==> config.mk <==
export PLATFORM = sky130hd
export DESIGN_NAME = lcd_reader
export DESIGN_NICKNAME = d
export VERILOG_FILES = /design/src/rtl/lcd_pkg.sv /design/src/rtl/lcd_phase_timer.sv /design/src/rtl/lcd_reader.sv
export SDC_FILE = /design/constraint.sdc
export NUM_CORES = 1
export LEC_CHECK = 0
export ABC_AREA = 1
export CORE_MARGIN = 3
export CORE_UTILIZATION = 35
export CTS_CLUSTER_DIAMETER = 60
export DETAILED_ROUTE_END_ITERATION = 10
export SETUP_SLACK_MARGIN = 0.15
export SLEW_MARGIN = 20
export SYNTH_ARGS = -nofsm -noshare
export SYNTH_HDL_FRONTEND = slang
export SYNTH_HIERARCHICAL = 1
export SYNTH_SLANG_ARGS = --single-unit
export TNS_END_PERCENT = 100
==> constraint.sdc <==
create_clock -name clk -period 2.8 [get_ports clk]
set_clock_uncertainty 0.2 [all_clocks]
set_input_delay 0.42 -clock clk [delete_from_list [all_inputs] [get_ports clk]]
set_output_delay 0.42 -clock clk [all_outputs]
set_load 0.05 [all_outputs]
==> src/rtl/lcd_pkg.sv <==
// Shared definitions for the HD44780-style LCD reader/writer pair:
// FSM encoding, RS/RW bus encodings and default 50 MHz timing.
package lcd_pkg;

    typedef enum logic [2:0] {
        ST_IDLE,
        ST_SETUP,
        ST_EHIGH,
        ST_HOLD,
        ST_RECOVER,
        ST_DONE
    } lcd_state_t;

    localparam logic LCD_RS_CMD   = 1'b0;
    localparam logic LCD_RS_DATA  = 1'b1;
    localparam logic LCD_RW_WRITE = 1'b0;
    localparam logic LCD_RW_READ  = 1'b1;

    localparam int unsigned LCD_T_AS_CYC  = 3;
    localparam int unsigned LCD_T_EH_CYC  = 25;
    localparam int unsigned LCD_T_AH_CYC  = 2;
    localparam int unsigned LCD_T_REC_CYC = 25;
    localparam int unsigned LCD_MAX_POLLS = 1024;

    // A zero-length phase is stretched to one cycle.
    function automatic int unsigned eff_cyc(input int unsigned n);
        return (n == 0) ? 1 : n;
    endfunction

    function automatic int unsigned max2(input int unsigned a, input int unsigned b);
        return (a > b) ? a : b;
    endfunction

endpackage

==> src/rtl/lcd_phase_timer.sv <==
// Loadable down-counter with a zero flag; times one bus phase at a time.
module lcd_phase_timer #(
    parameter int unsigned W = 5
) (
    input  logic         clk,
    input  logic         rst_n,
    input  logic         load,
    input  logic [W-1:0] load_val,
    output logic         zero
);

    logic [W-1:0] cnt;

    always_ff @(posedge clk or negedge rst_n) begin
        if (!rst_n) begin
            cnt <= '0;
        end else if (load) begin
            cnt <= load_val;
        end else if (cnt != '0) begin
            cnt <= cnt - 1'b1;
        end
    end

    assign zero = (cnt == '0);

endmodule

==> src/rtl/lcd_reader.sv <==
// Read-side HD44780 controller: timed status/data-RAM reads with RW=1,
// optional busy-flag polling with a poll limit.
module lcd_reader
    import lcd_pkg::*;
#(
    parameter int unsigned T_AS_CYC  = LCD_T_AS_CYC,
    parameter int unsigned T_EH_CYC  = LCD_T_EH_CYC,
    parameter int unsigned T_AH_CYC  = LCD_T_AH_CYC,
    parameter int unsigned T_REC_CYC = LCD_T_REC_CYC,
    parameter int unsigned MAX_POLLS = LCD_MAX_POLLS
) (
    input  logic       clk,
    input  logic       rst_n,
    input  logic       req,
    input  logic       req_rs,
    input  logic       req_poll,
    output logic       busy,
    output logic       done,
    output logic [7:0] rd_data,
    output logic       busy_flag,
    output logic [6:0] addr_ctr,
    output logic       timeout,
    output logic       LCD_E,
    output logic       LCD_RS,
    output logic       LCD_RW,
    input  logic [7:0] LCD_Data_in
);

    localparam int unsigned AS   = eff_cyc(T_AS_CYC);
    localparam int unsigned EH   = eff_cyc(T_EH_CYC);
    localparam int unsigned AH   = eff_cyc(T_AH_CYC);
    localparam int unsigned REC  = eff_cyc(T_REC_CYC);
    localparam int unsigned MP   = eff_cyc(MAX_POLLS);
    localparam int unsigned MAXC = max2(max2(AS, EH), max2(AH, REC));
    localparam int unsigned CW   = $clog2(MAXC + 1);
    localparam int unsigned PW   = $clog2(MP + 1);

    // Timer is loaded with N-1 so that a phase lasts exactly N cycles.
    localparam logic [CW-1:0] AS_LD  = CW'(AS - 1);
    localparam logic [CW-1:0] EH_LD  = CW'(EH - 1);
    localparam logic [CW-1:0] AH_LD  = CW'(AH - 1);
    localparam logic [CW-1:0] REC_LD = CW'(REC - 1);
    localparam logic [PW-1:0] MP_CNT = PW'(MP);

    lcd_state_t    state, state_d;
    logic          e_q, e_d;
    logic          rw_q, rw_d;
    logic          rs_q, rs_d;
    logic          busy_q, busy_d;
    logic          done_q, done_d;
    logic          timeout_q, timeout_d;
    logic          poll_q, poll_d;
    logic [PW-1:0] poll_cnt, poll_cnt_d;
    logic [7:0]    rd_data_q, rd_data_d;
    logic          bf_q, bf_d;
    logic [6:0]    ac_q, ac_d;

    logic          tmr_load;
    logic [CW-1:0] tmr_val;
    logic          tmr_zero;

    lcd_phase_timer #(.W(CW)) u_timer (
        .clk      (clk),
        .rst_n    (rst_n),
        .load     (tmr_load),
        .load_val (tmr_val),
        .zero     (tmr_zero)
    );

    always_comb begin
        state_d    = state;
        e_d        = e_q;
        rw_d       = rw_q;
        rs_d       = rs_q;
        busy_d     = busy_q;
        done_d     = 1'b0;
        timeout_d  = timeout_q;
        poll_d     = poll_q;
        poll_cnt_d = poll_cnt;
        rd_data_d  = rd_data_q;
        bf_d       = bf_q;
        ac_d       = ac_q;
        tmr_load   = 1'b0;
        tmr_val    = '0;

        unique case (state)
            ST_IDLE: ;
            ST_SETUP: begin
                if (tmr_zero) begin
                    state_d  = ST_EHIGH;
                    e_d      = 1'b1;
                    tmr_load = 1'b1;
                    tmr_val  = EH_LD;
                end
            end
            ST_EHIGH: begin
                if (tmr_zero) begin
                    state_d   = ST_HOLD;
                    e_d       = 1'b0;
                    rd_data_d = LCD_Data_in;
                    if (rs_q == LCD_RS_CMD) begin
                        bf_d = LCD_Data_in[7];
                        ac_d = LCD_Data_in[6:0];
                    end
                    tmr_load = 1'b1;
                    tmr_val  = AH_LD;
                end
            end
            ST_HOLD: begin
                if (tmr_zero) begin
                    state_d  = ST_RECOVER;
                    rw_d     = LCD_RW_WRITE;
                    rs_d     = LCD_RS_CMD;
                    tmr_load = 1'b1;
                    tmr_val  = REC_LD;
                end
            end
            ST_RECOVER: begin
                if (tmr_zero) begin
                    if (poll_q && bf_q && (poll_cnt != MP_CNT)) begin
                        state_d    = ST_SETUP;
                        poll_cnt_d = poll_cnt + 1'b1;
                        rw_d       = LCD_RW_READ;
                        rs_d       = LCD_RS_CMD;
                        tmr_load   = 1'b1;
                        tmr_val    = AS_LD;
                    end else begin
                        state_d   = ST_DONE;
                        done_d    = 1'b1;
                        busy_d    = 1'b0;
                        timeout_d = poll_q && bf_q;
                    end
                end
            end
            ST_DONE: state_d = ST_IDLE;
            default: state_d = ST_IDLE;
        endcase

        // busy is already low during DONE, so a request there starts the next read.
        if (req && ((state == ST_IDLE) || (state == ST_DONE))) begin
            state_d    = ST_SETUP;
            rw_d       = LCD_RW_READ;
            rs_d       = req_rs;
            busy_d     = 1'b1;
            timeout_d  = 1'b0;
            poll_cnt_d = '0;
            poll_d     = req_poll && (req_rs == LCD_RS_CMD);
            tmr_load   = 1'b1;
            tmr_val    = AS_LD;
        end
    end

    always_ff @(posedge clk or negedge rst_n) begin
        if (!rst_n) begin
            state     <= ST_IDLE;
            e_q       <= 1'b0;
            rw_q      <= LCD_RW_WRITE;
            rs_q      <= LCD_RS_CMD;
            busy_q    <= 1'b0;
            done_q    <= 1'b0;
            timeout_q <= 1'b0;
            poll_q    <= 1'b0;
            poll_cnt  <= '0;
            rd_data_q <= '0;
            bf_q      <= 1'b0;
            ac_q      <= '0;
        end else begin
            state     <= state_d;
            e_q       <= e_d;
            rw_q      <= rw_d;
            rs_q      <= rs_d;
            busy_q    <= busy_d;
            done_q    <= done_d;
            timeout_q <= timeout_d;
            poll_q    <= poll_d;
            poll_cnt  <= poll_cnt_d;
            rd_data_q <= rd_data_d;
            bf_q      <= bf_d;
            ac_q      <= ac_d;
        end
    end

    assign LCD_E     = e_q;
    assign LCD_RW    = rw_q;
    assign LCD_RS    = rs_q;
    assign busy      = busy_q;
    assign done      = done_q;
    assign timeout   = timeout_q;
    assign rd_data   = rd_data_q;
    assign busy_flag = bf_q;
    assign addr_ctr  = ac_q;

endmodule

# Word level (Yosys, flattened, before mapping)
# Cells that the tools add are included.
[word_totals]
register_bits = 42
word_cells = 101
input_bits = 13
[classes]
n_bitwise = 2
addsub = 2
n_mux = 46
n_reduce_logical = 23
eq_ne = 15
[op_table]
columns = ["op", "count"]
rows = [
  ["two-way mux 11 bit", 4],
  ["two-way mux 1 bit", 24],
  ["two-way mux 5 bit", 4],
  ["two-way mux 3 bit", 6],
  ["!= test 3 bit (second input constant)", 5],
  ["case mux 3 bit (5 select lines)", 1],
  ["case mux 5 bit (3 select lines)", 1],
  ["AND reduction 3 bit", 4],
  ["adder 11 x 1 -> 11 bit (second input constant)", 1],
  ["!= test 11 bit (second input constant)", 1],
  ["nonzero test 2 bit", 5],
  ["case mux 1 bit (2 select lines)", 4],
  ["== test 3 x 2 -> 1 bit (second input constant)", 2],
  ["== test 3 bit (second input constant)", 2],
  ["logical NOT 5 bit", 1],
  ["AND reduction 5 bit", 1],
  ["nonzero test 5 bit", 1],
  ["subtractor 5 x 1 -> 5 bit (second input constant)", 1],
  ["logical AND 1 bit", 4],
  ["two-way mux 2 bit", 2],
  ["!= test 2 x 1 -> 1 bit (second input constant)", 2],
  ["!= test 2 bit (second input constant)", 2],
  ["AND reduction 4 bit", 1],
  ["== test 3 x 1 -> 1 bit (second input constant)", 1],
  ["other kinds (7)", 8],
]

# Longest topological paths before layout
# Gate-level depths: netlist of run 1.
[logic_depth]
word_depth = 7
depth_mapped = 16

# By module
# Netlist of run 1, hierarchy kept.
[by_module_without_submodules]
columns = ["module", "cells_each", "n_inst", "area_each_um2"]
rows = [
  ["lcd_reader", 239, 1, 1920.6],
  ["lcd_phase_timer", 39, 1, 302.8],
]

# Worst setup path before layout of run 1
# OpenSTA, ideal clock, no wires.
[synth_path]
kind = "register to register"
from = "register u_timer.cnt[0]"
to = "register u_timer.cnt[3]"
stages_incl_launch_ff = 16
n_path_buf = 0
slack_ns = 0.366
synth_period_minus_slack_ns = 2.434
t_required_ns = 2.482
t_arrival_ns = 2.116
path_cell_list = "dfrtp_1 -> inv_1 -> ha_1 -> nand3_2 -> inv_1 -> inv_2 -> nor2_2 -> nand2_2 -> nand2_2 -> inv_1 -> o21ai_0 -> inv_2 -> nand2_2 -> inv_2 -> nand2_1 -> nand2_1"
[synth_via]
elab_chain_cells = 5
[synth_rtl]
columns = ["element", "line_no", "text"]
rows = [
  ["start: declaration", "lcd_phase_timer.sv:12", "logic [W-1:0] cnt;"],
  ["start signal: assignment", "lcd_phase_timer.sv:18", "cnt <= load_val;"],
  ["start signal: assignment", "lcd_phase_timer.sv:20", "cnt <= cnt - 1'b1;"],
  ["logical NOT 5 bit (*)", "lcd_phase_timer.sv:24", "assign zero = (cnt == '0);"],
  ["net tmr_zero", "lcd_reader.sv:60", "logic tmr_zero;"],
  ["two-way mux 1 bit (on tied branches)", "n/a", ""],
  ["case mux 1 bit (2 select lines) (*)", "lcd_reader.sv:86", "unique case (state)"],
  ["two-way mux 1 bit (*)", "lcd_reader.sv:140", "if (req && ((state == ST_IDLE) || (state == ST_DONE))) begin"],
  ["net tmr_load", "lcd_reader.sv:58", "logic tmr_load;"],
  ["two-way mux 5 bit / nonzero test 2 bit (equally long branches)", "n/a", ""],
]
# The timed path passes the listed nets; every way through them passes the cells marked *. The select of a mux whose other input is x is not followed.
# A chain may end at the register's enable or synchronous reset.

# Final worst setup path of run 1
[layout_path]
from = "register u_timer.cnt[0]"
to = "register u_timer.cnt[0]"
# Same word-level chain as after synthesis.

==> flow_metrics.tcl, run 1 <==
set metrics [dict create \
    outcome "finished clean" \
    htree_levels 2 \
    antenna_cells 0 \
    mostFrequentLayoutCells "83 x nand2_1, 42 x dfrtp_1, 33 x clkdlybuf4s50_1, 31 x inv_1, 20 x nor2_1" \
    crit_fanout 8 \
    holdWs_ps 65.2 \
    ff_latch_area_um2 1050 \
    crit_path_start_kind "flop" \
    die_y_um 85.7 \
    final_cells 394 \
    drt-met1-wl_mm 2.38 \
    placed_area_um2 2640 \
    cts.path.max_buffers 2 \
    ant_nets 0 \
    setup.worst_path.start "u_timer/cnt[0]" \
    max_stage_delay_ps 380 \
    wl_per_cell_um 12.2 \
    fp-row-count 28 \
    grt_pass1_vias 1826 \
    fin_tns_setup_ps 0 \
    synth_seq_area_share_pct 47.3 \
    finalWorstSetupSlack_ps 438 \
    rsz0062_at_grt "false" \
    dr_wl_met3_um 198 \
    finalMaxSlewViolations 0 \
    avgSynthCellArea_um2 8.00 \
    netlist-cell-type-count 28 \
    finalPower_mw 3.30 \
    grt_max_degree 43 \
    area_growth_pct 23.3 \
    place_congestion 0.832 \
    detailedPlacementHpwl_mm 3.49 \
    p_per_area_nw_per_um2 1200 \
    clock.fmax_mhz 423 \
    dieArea_um2 7340 \
    period_share_pct 84.4 \
    final-hold-violation-count 0 \
    end_kind "flop" \
    first_pass_iters 4 \
    viasPerCell 4.73 \
    syn-num-nets 294 \
    cts-resized-gates 0 \
    path_common_cell "inv_1" \
    grt_use_total_pct 14.5 \
    port_buffers 34 \
    path_clk_slew_ps 90 \
    wl_mm 4.83 \
    drc 0 \
    cts_setup_buffers 0 \
    slew_headroom_pct 36.5 \
    routed-wl-met2_mm 2.20 \
    setup_viol 0 \
    cts_tree "yes" \
    hold_buffers 0 \
    r2r_start "u_timer/cnt[0]" \
    yosysTopAreaCellShare_pct 47.3 \
    path_cells "inv_1 -> ha_1 -> nand3_2 -> inv_1 -> inv_2 -> nor2_2 -> nand2_2 -> nand2_2 -> inv_1 -> o21ai_2 -> inv_2 -> nand4_2 -> nand2_1 -> o21ai_1" \
    fp.coreArea_um2 6030 \
    post-route-util_pct 45.5 \
    multiInputGateArea_um2 1000 \
    ios 35 \
    worst_path_max_delay_cell "dfrtp_1" \
    dp.cells 386 \
    fin_nets 334 \
    max-cap-violations 0 \
    fin_crit_ps 2360 \
    yosysWarnings 6 \
    path_class "reg2reg" \
    worstMarginPinSlew_ps 953 \
    clk_latency_ps 290 \
    fillers 618 \
    routed.top_layer "met4" \
    dpl_worst_slack_ps 301 \
    yosysTopAreaCell "dfrtp_1" \
    clock_sinks 42 \
    yosys_register_bits 42 \
    root_buffer "clkbuf_8" \
    fp.dieW_um 85.7 \
    numCtsBuffers 5 \
    initial_core_util_pct 36.9 \
    antenna_found_initial 0 \
    irDropWorstVdd_mv 0.803 \
    num_vias 1862 \
    fin_area_um2 2740 \
    final_common_cell "nand2_1" \
    grt.overflow.total 0 \
    min_path_type "in2async" \
    drt_iter0_drc 80 \
    drive_gt1_share_pct 13.2 \
    crit_arrival_ps 2390 \
    netlist_instances 278 \
    grt_pass1_wl_mm 8.52 \
    leakagePower_nw 1.36 \
    required_ps 2820 \
    syn-cell-area_um2 2220 \
    synth.area.top_cells "dfrtp_1 47%, nand2_1 14%, inv_1 5.2%" \
]
worst max-delay path, delay by kind of cell, from the launching register on:
kind,cells,cell delay (ps)
and+or+nand+nor,6,730
AOI/OAI and AO/OA,2,210
adders and majority gates,1,260
DFF,1,380
buffers and inverters,5,490
cells by family after synthesis:
family / synth area share, %
flip-flops: 47.3
buffers and inverters: 7.82
other: 0.169
AO/OA/AOI/OAI: 9.34
XOR/XNOR: 2.76
adder cells (fa/ha/maj): 1.69
AND/OR/NAND/NOR: 31.0
report_power, final:
group | leakage (nW) | switching, mW | internal [mW]
clock network | 0.0447 | 0.234 | 0.180
registers | 0.530 | 0.196 | 0.848
logic | 0.788 | 1.22 | 0.616
synth_stat cells:
library cell / count
nand2_1: 83
dfrtp_1: 42
inv_1: 31
nor2_1: 20
nand3_1: 19
o21ai_0: 19
nand4_1: 11
o21ai_2: 8
nand2_2: 6
xor2_1: 6
inv_2: 5
ha_1: 3
nor2_4: 3
o21ai_1: 3
clkbuf_1: 2
nand3_2: 2
nand3b_1: 2
nor2_2: 2
o21bai_1: 2
a21o_1: 1
a21oi_1: 1
buf_2: 1
buf_6: 1
buf_8: 1
conb_1: 1
nand4_2: 1
or2_1: 1
xnor2_1: 1
routing by layer:
metal | global-route usage (%) | vias to the layer above
met5 | 0 | -
met1 | 20.3 | 868
met3 | 3.17 | 2
li1 | - | 962
met4 | 5.18 | 0
met2 | 22.0 | 30
final timing paths:
kind | to | slack, ps | depth (start not counted)
max | u_timer/cnt[0] | 440 | 14
min | state[1] | 70 | 1
min in group clk | busy | 280 | 2
max reg2reg | u_timer/cnt[0] | 440 | 14
min reg2reg | busy | 280 | 2
max in group asynchronous | LCD_E | 1740 | 1
area by class of cell:
cell class / instances / area share (%)
sequential: 42 / 38.3
multi-input combinational: 195 / 36.6
timing repair buffer: 38 / 13.3
inverter: 36 / 4.93
tap: 75 / 3.42
clock buffer: 5 / 2.51
clock inverter: 3 / 0.913
flip-flops by register name, summed over array words and instances (netlist names):
| name | flops |
|---|---|
| busy | 1 |
| poll_q | 1 |
| addr_ctr | 7 |
| done | 1 |
| LCD_RS | 1 |
| poll_cnt | 11 |
| state | 3 |
| LCD_RW | 1 |
| timeout | 1 |
| u_timer/cnt | 5 |
| busy_flag | 1 |
| LCD_E | 1 |
| rd_data | 8 |
Power figures use the tool's default switching activity.
==> inputs of run 2 (changes only) <==
- clock period: 2.8 -> 2.32 ns (I/O delays scaled with it)
==> flow_metrics.tcl, run 2 (synthesis results as in run 1) <==
set metrics [dict create \
    post-route-util_pct 47.1 \
    htree_levels 2 \
    clk_latency_ps 310 \
    grt.overflow.total 0 \
    crit_arrival_ps 1550 \
    period_share_pct 90.4 \
    path_clk_slew_ps 100 \
    worst_path_max_delay_cell "clkdlybuf4s50_1" \
    fin_tns_setup_ps 0 \
    final-hold-violation-count 0 \
    finalPower_mw 4.07 \
    max-cap-violations 0 \
    detailedPlacementHpwl_mm 3.49 \
    wl_mm 4.84 \
    worstMarginPinSlew_ps 531 \
    dieArea_um2 7340 \
    path_class "reg2out" \
    root_buffer "clkbuf_8" \
    path_delay_family "buffers and inverters" \
    end_kind "output pin" \
    ios 35 \
    antenna_cells 0 \
    slew_headroom_pct 64.6 \
    fillers 623 \
    grt_max_degree 43 \
    numCtsBuffers 5 \
    mostFrequentLayoutCells "83 x nand2_1, 42 x dfrtp_1, 33 x clkdlybuf4s50_1, 27 x inv_1" \
    clock_sinks 42 \
    max_stage_delay_ps 830 \
    first_pass_iters 4 \
    cts.path.max_buffers 2 \
    initial_core_util_pct 36.9 \
    multiInputGateArea_um2 1040 \
    holdWs_ps 283 \
    fp.dieW_um 85.7 \
    path_cells "clkdlybuf4s50_1" \
    wl_per_cell_um 12.1 \
    drive_gt1_share_pct 16.3 \
    place_congestion 0.869 \
    required_ps 1770 \
    critPathBufInv 1 \
    finalMaxSlewViolations 0 \
    port_buffers 34 \
    min_path_type "reg2reg" \
    die_y_um 85.7 \
    fin_nets 341 \
    final_common_cell "nand2_1" \
    largest_reg_flops 11 \
    fp-row-count 28 \
    clock.fmax_mhz 477 \
    viasPerCell 4.64 \
    fp.coreArea_um2 6030 \
    crit_path_start_kind "flop" \
    area_growth_pct 27.6 \
    placed_area_um2 2680 \
    ff_latch_area_um2 1050 \
    cts_tree "yes" \
    outcome "finished clean" \
    fin_area_um2 2840 \
    num_vias 1860 \
    regMostFlops "poll_cnt" \
    antenna_found_initial 0 \
    rsz0062_at_grt "false" \
    setup_viol 0 \
    drc 0 \
    grt_pass1_vias 1825 \
    leakagePower_nw 1.40 \
    fin_crit_ps 2100 \
    ant_nets 0 \
    drt_iter0_drc 108 \
    grt_pass1_wl_mm 8.47 \
    crit_fanout 3 \
    irDropWorstVdd_mv 0.803 \
    grt_use_total_pct 14.5 \
    p_per_area_nw_per_um2 1430 \
]
[run 2: cell types whose count changed in the layout (fill, tap and decap cells not counted), moves of 2 or more]
cell	before	now
nor2_4	3	5
buf_4	4	10
inv_1	31	27
inv_2	5	8
inv_6	1	3
[run 2: per-stage QoR]
step	instances	worst slack (ps)
2_1_floorplan	278	173
3_3_place_gp	389	173
3_5_place_dp	389	138
4_1_cts	398	165
5_1_grt	401	130
6_report	401	223
[run 2: layer usage]
layer | up-vias | routed length (µm) | GRT usage (%)
li1 | 978 | - | -
met2 | 39 | 2180 | 21.4
met4 | 0 | 71 | 4.75
met5 | - | 0 | 0
met1 | 838 | 2310 | 20.3
met3 | 5 | 284 | 4.23
[run 2: final timing paths]
| check | startpoint | to | slack (ps) | cells past startpoint |
|---|---|---|---|---|
| worst min-delay path | poll_q | poll_q | 280 | 2 |
| min in group asynchronous | rst_n | rd_data[6] | 430 | 3 |
| worst max register to register | poll_cnt[0] | u_timer/cnt[0] | 320 | 15 |
| max in group asynchronous | rst_n | poll_cnt[2] | 1120 | 3 |
| worst max-delay path | busy_flag | busy_flag | 220 | 1 |
| worst min register to register | poll_q | poll_q | 280 | 2 |
[run 2: worst min-delay path: stages, from the launching register on]
cell     delay [ps]
dfrtp_1         350
nand2_1          50
nand2_1          50
[run 2: final cells by class]
type,instances,area share [%]
inverters,36,4.85
well taps,75,3.31
clock buffers,5,2.43
repair buffers,45,14.8
multi-input cells,195,36.6
flip-flops and latches,42,37.0
clock inverters,3,0.926
[run 2: timing repair]
item | in CTS | in global routing
gates resized for setup | 2 | 7
pin swaps | 0 | 0
buffers inserted | 0 | 3
endpoints found under the setup margin | 3 | 13
hold buffers | 1 | 0
hold endpoints to repair | 42 | 0
[run 2: where the power goes]
| group | internal (mW) | switching (mW) |
|---|---|---|
| logic | 0.781 | 1.52 |
| clock network | 0.223 | 0.286 |
| registers | 1.02 | 0.237 |
| total | 2.03 | 2.04 |
==> inputs of run 3 (changes only) <==
- HOLD_SLACK_MARGIN: unset -> 0.15
- PLACE_DENSITY: unset -> 0.68
==> flow_metrics.tcl, run 3 (synthesis results as in run 1) <==
set metrics [dict create \
    end_kind "output pin" \
    viasPerCell 4.85 \
    path_clk_slew_ps 90 \
    path_delay_family "buffers and inverters" \
    p_per_area_nw_per_um2 1440 \
    finalPower_mw 4.16 \
    grt.overflow.total 0 \
    crit_arrival_ps 1530 \
    initial_core_util_pct 36.9 \
    largest_reg_flops 11 \
    leakagePower_nw 1.43 \
    drive_gt1_share_pct 17.8 \
    antenna_found_initial 0 \
    clock.fmax_mhz 482 \
    worstMarginPinSlew_ps 519 \
    slew_headroom_pct 65.3 \
    detailedPlacementHpwl_mm 3.54 \
    irDropWorstVdd_mv 0.767 \
    dp.cells 387 \
    clkPwrFrac_pct 11.9 \
    holdWs_ps 277 \
    ios 35 \
    drt_iter0_drc 159 \
    multiInputGateArea_um2 1050 \
    min_path_type "reg2reg" \
    root_buffer "clkbuf_8" \
    required_ps 1770 \
    path_class "reg2out" \
    grt_pass1_vias 1875 \
    wl_mm 4.97 \
    grt_pass1_wl_mm 8.65 \
    internal-power_mw 2.08 \
    die_y_um 85.7 \
    outcome "finished clean" \
    drc 0 \
    numCtsBuffers 5 \
    area_growth_pct 29.8 \
    clk_latency_ps 300 \
    finalMaxSlewViolations 0 \
    crit_fanout 3 \
    crit_path_start_kind "flop" \
    grt_use_total_pct 14.6 \
    sw_frac_of_total_pct 50.0 \
    finalWorstSetupSlack_ps 246 \
    cts_tree "yes" \
    setup_viol 0 \
    place_congestion 0.890 \
    wl_per_cell_um 12.2 \
    final_cells 406 \
    critPathBufInv 1 \
    max-cap-violations 0 \
    fp.dieW_um 85.7 \
    fillers 605 \
    fp.coreArea_um2 6030 \
    max_stage_delay_ps 830 \
    fin_tns_setup_ps 0 \
    rsz0062_at_grt "false" \
    cts.path.max_buffers 2 \
    num_vias 1971 \
    dieArea_um2 7340 \
    comb_power_share_pct 57.7 \
    antenna_cells 0 \
    power.switching_mw 2.08 \
    fin_crit_ps 2070 \
    final-hold-violation-count 0 \
    fp-row-count 28 \
    regMostFlops "poll_cnt" \
    clock_sinks 42 \
    first_pass_iters 4 \
    grt_max_degree 43 \
    ff_latch_area_um2 1050 \
    mostFrequentLayoutCells "83 x nand2_1, 42 x dfrtp_1, 33 x clkdlybuf4s50_1, 27 x inv_1" \
    seq_power_share_pct 30.5 \
    period_share_pct 89.4 \
    ant_nets 0 \
    fin_nets 346 \
    htree_levels 2 \
    worst_path_max_delay_cell "clkdlybuf4s50_1" \
    path_cells "clkdlybuf4s50_1" \
    port_buffers 34 \
    dpl_worst_slack_ps 15.7 \
    final_common_cell "nand2_1" \
]
[run 3: worst paths after layout]
| kind | end | slack (ps) | depth (start not counted) | start |
|---|---|---|---|---|
| max reg2reg | u_timer/cnt[0] | 280 | 15 | poll_cnt[0] |
| min | busy | 280 | 2 | busy |
| min reg2reg | busy | 280 | 2 | busy |
| max in group asynchronous | rd_data[2] | 1120 | 3 | rst_n |
| min in group asynchronous | poll_cnt[1] | 450 | 3 | rst_n |
| max | busy_flag | 250 | 1 | busy_flag |
[run 3: per-stage QoR]
stage          util [%]  area (µm²)
6_report           47.9        2890
5_1_grt            47.9        2890
4_1_cts            46.4        2800
3_5_place_dp       44.3        2670
3_3_place_gp       44.3        2670
2_1_floorplan         -        2240
[run 3: cell type report]
| cell class | count | share of cell area (%) |
|---|---|---|
| Tap cell | 75 | 3.25 |
| Clock inverter | 3 | 0.867 |
| Inverter | 36 | 4.77 |
| Timing Repair Buffer | 50 | 15.9 |
| Sequential cell | 42 | 36.4 |
| Clock buffer | 5 | 2.39 |
| Multi-Input combinational cell | 195 | 36.4 |
[run 3: metal layers]
layer | global-route usage, % | wire [µm] | part of all wire [%] | vias up
li1 | - | - | - | 989
met1 | 19.6 | 2290 | 46 | 925
met2 | 23.6 | 2380 | 48 | 53
met3 | 3.36 | 256 | 5.2 | 4
met4 | 4.32 | 46 | 0.93 | 0
met5 | 0 | 0 | 0 | -
[run 3: what timing repair did]
item,4_1_cts,5_1_grt
gates resized for setup,8,4
endpoints found under the hold margin,42,0
setup endpoints to repair,13,13
buffers inserted,0,10
hold buffers,1,0
pin swaps,0,2
[run 3: power groups by stage]
stage | clock (mW) | combinational (mW) | sequential, mW
2_1_floorplan | 0 | 0.995 | 1.86
3_3_place_gp | 0 | 2.19 | 1.27
3_5_place_dp | 0 | 2.24 | 1.27
4_1_cts | 0.508 | 2.30 | 1.27
5_1_grt | 0.539 | 2.64 | 1.32
6_report | 0.494 | 2.40 | 1.27
[run 3: worst register-to-register path, stage by stage (launching register included)]
cell     delay (ps)
dfrtp_1         430
inv_2           100
ha_1            140
nand2_1          50
inv_1            50
nand2_1          60
nor2_2          150
nor2_4           60
nand2_2          80
nand2_4          70
inv_2            80
o21ai_4          80
inv_2           110
nand4_4         120
nand2_1          90
o21ai_1          60
